File: src/rtl/fft_addr_gen.sv
// FFT frame address generator: emits offset+k (linear) or offset+bit-reversed k per N-word frame.
// Bit-reversed ordering is compiled in only when FFT_ADDR_BITREV_EN is defined.
module fft_addr_gen #(
  parameter int ADDR_W = 32,
  parameter int LOG2_N = 8
) (
  input  logic              clk,
  input  logic              rst,
  input  logic              enable,
  input  logic              start,
  input  logic [ADDR_W-1:0] offset,
  input  logic [ADDR_W-1:0] filesize,
  input  logic              bitrev,
  input  logic              ready,
  output logic [ADDR_W-1:0] addr,
  output logic              addr_valid,
  output logic              frame_last,
  output logic              busy,
  output logic              done
);

  typedef enum logic [1:0] {IDLE, RUN, DONE} state_t;

  state_t            state;
  logic [ADDR_W-1:0] k;
  logic [ADDR_W-1:0] offset_p0;
  logic [ADDR_W-1:0] filesize_p0;
  logic              br_start;
  logic              br_run;
  logic [ADDR_W-1:0] k_next;
  logic [ADDR_W-1:0] addr_next;
  logic              last_next;
  logic              last_word;

  function automatic logic [ADDR_W-1:0] bit_reverse_low(input logic [ADDR_W-1:0] v);
    logic [ADDR_W-1:0] r;
    r = v;
    for (int i = 0; i < LOG2_N; i++) begin
      r[i] = v[LOG2_N-1-i];
    end
    return r;
  endfunction

  // Only words inside complete N-word frames are reordered; the trailing partial frame stays linear.
  function automatic logic [ADDR_W-1:0] calc_addr(input logic [ADDR_W-1:0] k_in,
                                                  input logic [ADDR_W-1:0] off,
                                                  input logic [ADDR_W-1:0] fs,
                                                  input logic              br);
    logic [ADDR_W-1:0] idx;
    idx = k_in;
    if (br && ((k_in >> LOG2_N) < (fs >> LOG2_N))) begin
      idx = bit_reverse_low(k_in);
    end
    return off + idx;
  endfunction

  function automatic logic is_last(input logic [ADDR_W-1:0] k_in,
                                   input logic [ADDR_W-1:0] fs);
    return (&k_in[LOG2_N-1:0]) || (k_in == fs - ADDR_W'(1));
  endfunction

`ifdef FFT_ADDR_BITREV_EN
  logic bitrev_p0;

  always_ff @(posedge clk or posedge rst) begin
    if (rst) begin
      bitrev_p0 <= 1'b0;
    end else if (state == IDLE && start && enable) begin
      bitrev_p0 <= bitrev;
    end
  end

  assign br_start = bitrev;
  assign br_run   = bitrev_p0;
`else
  logic unused_bitrev;
  assign unused_bitrev = bitrev;
  assign br_start      = 1'b0;
  assign br_run        = 1'b0;
`endif

  assign k_next    = k + ADDR_W'(1);
  assign addr_next = calc_addr(k_next, offset_p0, filesize_p0, br_run);
  assign last_next = is_last(k_next, filesize_p0);
  assign last_word = (k == filesize_p0 - ADDR_W'(1));

  always_ff @(posedge clk or posedge rst) begin
    if (rst) begin
      state       <= IDLE;
      k           <= '0;
      offset_p0   <= '0;
      filesize_p0 <= '0;
      addr        <= '0;
      addr_valid  <= 1'b0;
      frame_last  <= 1'b0;
      busy        <= 1'b0;
      done        <= 1'b0;
    end else begin
      case (state)
        IDLE: begin
          done <= 1'b0;
          if (start && enable) begin
            offset_p0   <= offset;
            filesize_p0 <= filesize;
            k           <= '0;
            busy        <= 1'b1;
            if (filesize != '0) begin
              state      <= RUN;
              addr       <= calc_addr('0, offset, filesize, br_start);
              addr_valid <= 1'b1;
              frame_last <= is_last('0, filesize);
            end else begin
              state <= DONE;
              done  <= 1'b1;
            end
          end
        end
        RUN: begin
          if (!enable) begin
            // Abort: drop the transfer silently, no completion pulse.
            state      <= IDLE;
            k          <= '0;
            addr_valid <= 1'b0;
            frame_last <= 1'b0;
            busy       <= 1'b0;
          end else if (ready) begin
            if (last_word) begin
              state      <= DONE;
              addr_valid <= 1'b0;
              frame_last <= 1'b0;
              done       <= 1'b1;
            end else begin
              k          <= k_next;
              addr       <= addr_next;
              frame_last <= last_next;
            end
          end
        end
        DONE: begin
          state <= IDLE;
          done  <= 1'b0;
          busy  <= 1'b0;
        end
        default: begin
          state      <= IDLE;
          addr_valid <= 1'b0;
          frame_last <= 1'b0;
          busy       <= 1'b0;
          done       <= 1'b0;
        end
      endcase
    end
  end

endmodule

File: config.mk
export PLATFORM = sky130hd
export DESIGN_NAME = fft_addr_gen
export DESIGN_NICKNAME = d
export VERILOG_FILES = /design/src/rtl/fft_addr_gen.sv
export SDC_FILE = /design/constraint.sdc
export NUM_CORES = 1
export LEC_CHECK = 0
export ABC_AREA = 1
export BUFFER_PORTS_ARGS = -buffer_cell sky130_fd_sc_hd__buf_2
export CORE_ASPECT_RATIO = 0.7
export CORE_UTILIZATION = 35
export CTS_CLUSTER_SIZE = 20
export DETAILED_ROUTE_END_ITERATION = 12
export GPL_ROUTABILITY_DRIVEN = 0
export PLACE_DENSITY = 0.6
export SYNTH_ARGS = -nofsm -noshare
export SYNTH_HDL_FRONTEND = slang
export SYNTH_SLANG_ARGS = --single-unit
File: constraint.sdc
create_clock -name clk -period 4.7 [get_ports clk]
set_input_delay 0.47 -clock clk [delete_from_list [all_inputs] [get_ports clk]]
set_output_delay 0.47 -clock clk [all_outputs]
set_load 0.1 [all_outputs]
==> flow_summary.json <==
{
  "status": "finished, final reports clean",
  "avgSynthCellArea_um2": 6.107,
  "whs_ns": 0.1343,
  "r2r-start": "k[1]$_DFFE_PP0P_",
  "grt_max_degree": 75,
  "async_reset_ff_share_pct": 100.0,
  "slew_violations": 0,
  "maxCapViolCount": 0,
  "cts_setup_buffers": 0,
  "insertion_delay_ns": 0.44,
  "fin_crit_ns": 3.923,
  "critPathRequiredTime_ns": 5.04,
  "seq_area_frac_synth_pct": 30.09,
  "synth_flop_cell": "dfrtp_1",
  "worst_slew_pin_slew_ns": 0.8263,
  "start_util_pct": 35.71,
  "synth_area_mm2": 0.01115,
  "drive_gt1_share_pct": 11.63,
  "yosys_warnings": 0,
  "cts_root_buf": "clkbuf_16",
  "std_cell_rows": 54,
  "drtIter0Drc": 1089,
  "crit_end": "addr[27]$_DFFE_PP0P_",
  "post-dp-hpwl_um": 29570,
  "grt_pass1_vias": 10900,
  "grt_use_total_pct": 23.09,
  "crit_start": "k[1]$_DFFE_PP0P_",
  "ctsResizeCount": 0,
  "fp.dieW_um": 215.3,
  "htreeDepth": 4,
  "fin_worst_skew_ns": 0.007256,
  "routed_via_density": 5.082,
  "synth-seq-cells": 134,
  "reg2reg_depth": 20,
  "drcViolationCount": 0,
  "hold_violations": 0,
  "cts_max_path_buffers": 2,
  "setup_viol": 0,
  "p_leak_nw": 6.622,
  "finish.utilization_pct": 40.66,
  "dieArea_mm2": 0.03257,
  "placed_cell_area_mm2": 0.01207,
  "cellPowerDensity_mw_per_mm2": 587.3,
  "syn_to_final_growth_pct": 13.89,
  "synth_nets": 1930,
  "fin_tns_setup_ns": 0,
  "critical_path.max_fanout": 7,
  "io_pins": 106,
  "ir_drop_mv": 0.5311,
  "rsz0062_at_grt": "false",
  "critPathLaunchType": "flop",
  "syn_inst": 1825,
  "antenna_left": 0,
  "vias": 11960,
  "cts_tree": "built",
  "fin_cells": 2354,
  "antennaDiodeCount": 0,
  "place_inst": 2322,
  "antenna_found_initial": 0,
  "r2r-end": "addr[27]$_DFFE_PP0P_",
  "endpoint_kind": "flop",
  "finalNetCount": 2026,
  "final_area_mm2": 0.01269,
  "synth_edf_count": 0,
  "slew_headroom_pct": 44.41,
  "cts_sinks": 134,
  "grt_overflow_total": 0,
  "core_area_mm2": 0.03121,
  "cts_hold_buffers": 0,
  "drtPass1Iterations": 8,
  "rrSetupSlack_ns": 0.78,
  "fmaxAchievable_mhz": 254.9,
  "finalWirelength_um": 37190,
  "wire_per_inst_um": 15.80,
  "cts_made_buffers": 17,
  "die-height_um": 151.3,
  "worst-setup-path-type": "flop to flop",
  "fin_crit_sh_pct": 83.46,
  "arrival_ns": 4.26,
  "clkTransAtPathRegs_ns": 0.07,
  "grt_pass1_wl_um": 58470,
  "hp-class": "primary input to async pin",
  "io_buffers": 104,
  "synth_cell_types": 44
}
layout make-up:
cell class | count | area, µm²
sequential | 134 | 3353
fill | 3377 | 18520
timing repair buffer | 116 | 610.6
clock buffer | 20 | 446.7
multi-input combinational | 1464 | 6870
inverter | 188 | 710.7
tap | 420 | 525.5
clock inverter | 12 | 176.4
cell usage in the layout, fill, tap and decap left out, drive strengths merged, types with 3 or more instances in the layout:
cell    count
nand2     751
nor4        6
o21ai     135
nor2      235
nand3     141
clkinv      8
a21o        4
or2         3
o21a        3
xnor2      11
inv       186
clkbuf     20
dfrtp     134
bufinv      4
nand3b      5
nor3       14
ha         34
o21bai      3
nand4      28
buf       116
a21oi      56
xor2       26
cells in the mapped netlist (2+ instances only):
| cell type | number | area share, % |
|---|---|---|
| nand3_1 | 136 | 6.1 |
| nor2_2 | 13 | 0.73 |
| xnor2_1 | 11 | 0.86 |
| inv_1 | 179 | 6.0 |
| buf_2 | 10 | 0.45 |
| clkbuf_1 | 21 | 0.71 |
| ha_1 | 34 | 3.8 |
| a21o_1 | 4 | 0.27 |
| xor2_1 | 24 | 1.9 |
| xor2_2 | 2 | 0.29 |
| or2_2 | 3 | 0.17 |
| nand3_4 | 2 | 0.31 |
| a21oi_1 | 56 | 2.5 |
| nor2_1 | 215 | 7.2 |
| buf_4 | 3 | 0.20 |
| nand3b_1 | 5 | 0.34 |
| nand4_1 | 28 | 1.6 |
| a21boi_0 | 2 | 0.13 |
| o21ai_0 | 128 | 5.7 |
| nor2_4 | 7 | 0.71 |
| o21ai_1 | 6 | 0.27 |
| a31oi_1 | 2 | 0.11 |
| clkinv_1 | 3 | 0.10 |
| nand2_1 | 714 | 24 |
| nand3_2 | 3 | 0.27 |
| o21a_1 | 3 | 0.20 |
| nor4_1 | 5 | 0.28 |
| inv_2 | 6 | 0.20 |
| dfrtp_1 | 134 | 30 |
| o21bai_1 | 3 | 0.20 |
| nand2_2 | 36 | 2.0 |
| buf_12 | 3 | 0.54 |
| nor3_1 | 13 | 0.58 |
routing by layer:
layer | track usage [%] | up-vias | part of all wire, %
li1 | - | 5998 | -
met1 | 34.22 | 5526 | 49
met2 | 34.50 | 401 | 42
met3 | 4.096 | 37 | 8.2
met4 | 5.177 | 0 | 1.5
met5 | 0 | - | 0
flip-flops by register name, summed over array words and instances (netlist names):
| register | flops |
|---|---|
| addr | 32 |
| filesize_p0 | 32 |
| k | 32 |
| offset_p0 | 32 |
| state | 2 |
| addr_valid | 1 |
| busy | 1 |
| done | 1 |
| frame_last | 1 |
critical path, stage by stage (launching register included):
cell	delay, ns
dfrtp_1	0.48
ha_1	0.39
nand3_1	0.17
inv_1	0.23
nand2_1	0.10
o21ai_0	0.38
inv_1	0.15
ha_1	0.38
nand2_1	0.08
o21ai_0	0.57
nand2_1	0.12
nand2_1	0.14
nand2_1	0.06
nand2_1	0.11
nand2_1	0.09
nand2_1	0.06
nand2_1	0.05
nand3_1	0.07
nand2_1	0.07
nand3_1	0.08
nand2_1	0.05
where the power goes:
| group | internal (mW) | total, mW | switching (mW) |
|---|---|---|---|
| Clock | 0.902 | 1.48 | 0.574 |
| Sequential | 1.56 | 1.94 | 0.379 |
| Combinational | 1.03 | 4.04 | 3.01 |
kinds of logic (layout without fill, tap and decap cells):
kind of cell | count (synthesis) | count (layout) | share of synthesized area [%]
adder cells (fa/ha/maj) | 35 | 35 | 3.996
buffers and inverters | 227 | 336 | 8.363
flip-flops | 134 | 134 | 30.09
XOR/XNOR | 37 | 37 | 3.042
AO/OA/AOI/OAI | 207 | 207 | 9.654
AND/OR/NAND/NOR | 1185 | 1185 | 44.86
how the worst min path moves through the flow:
stage | from | end | slack [ns] | cells past startpoint
after floorplan | offset_p0[0]$_DFFE_PP0P_ | offset_p0[0]$_DFFE_PP0P_ | 0.45 | 2
after global placement | addr[10]$_DFFE_PP0P_ | addr[10]$_DFFE_PP0P_ | 0.46 | 2
after detailed placement | addr[10]$_DFFE_PP0P_ | addr[10]$_DFFE_PP0P_ | 0.46 | 2
after CTS | rst | addr[1]$_DFFE_PP0P_ | 0.18 | 2
after global routing | rst | addr[3]$_DFFE_PP0P_ | 0.20 | 2
final | rst | addr[0]$_DFFE_PP0P_ | 0.13 | 2
metrics by stage:
| stage | worst slack [ns] | power, mW |
|---|---|---|
| 2_1_floorplan | 0.6472 | 5.066 |
| 3_3_place_gp | 0.9093 | 5.900 |
| 3_5_place_dp | 0.8474 | 5.954 |
| 4_1_cts | 0.8301 | 7.448 |
| 5_1_grt | 0.3651 | 8.036 |
| 6_report | 0.7772 | 7.455 |
No activity file was read; power rests on OpenSTA's default activity.
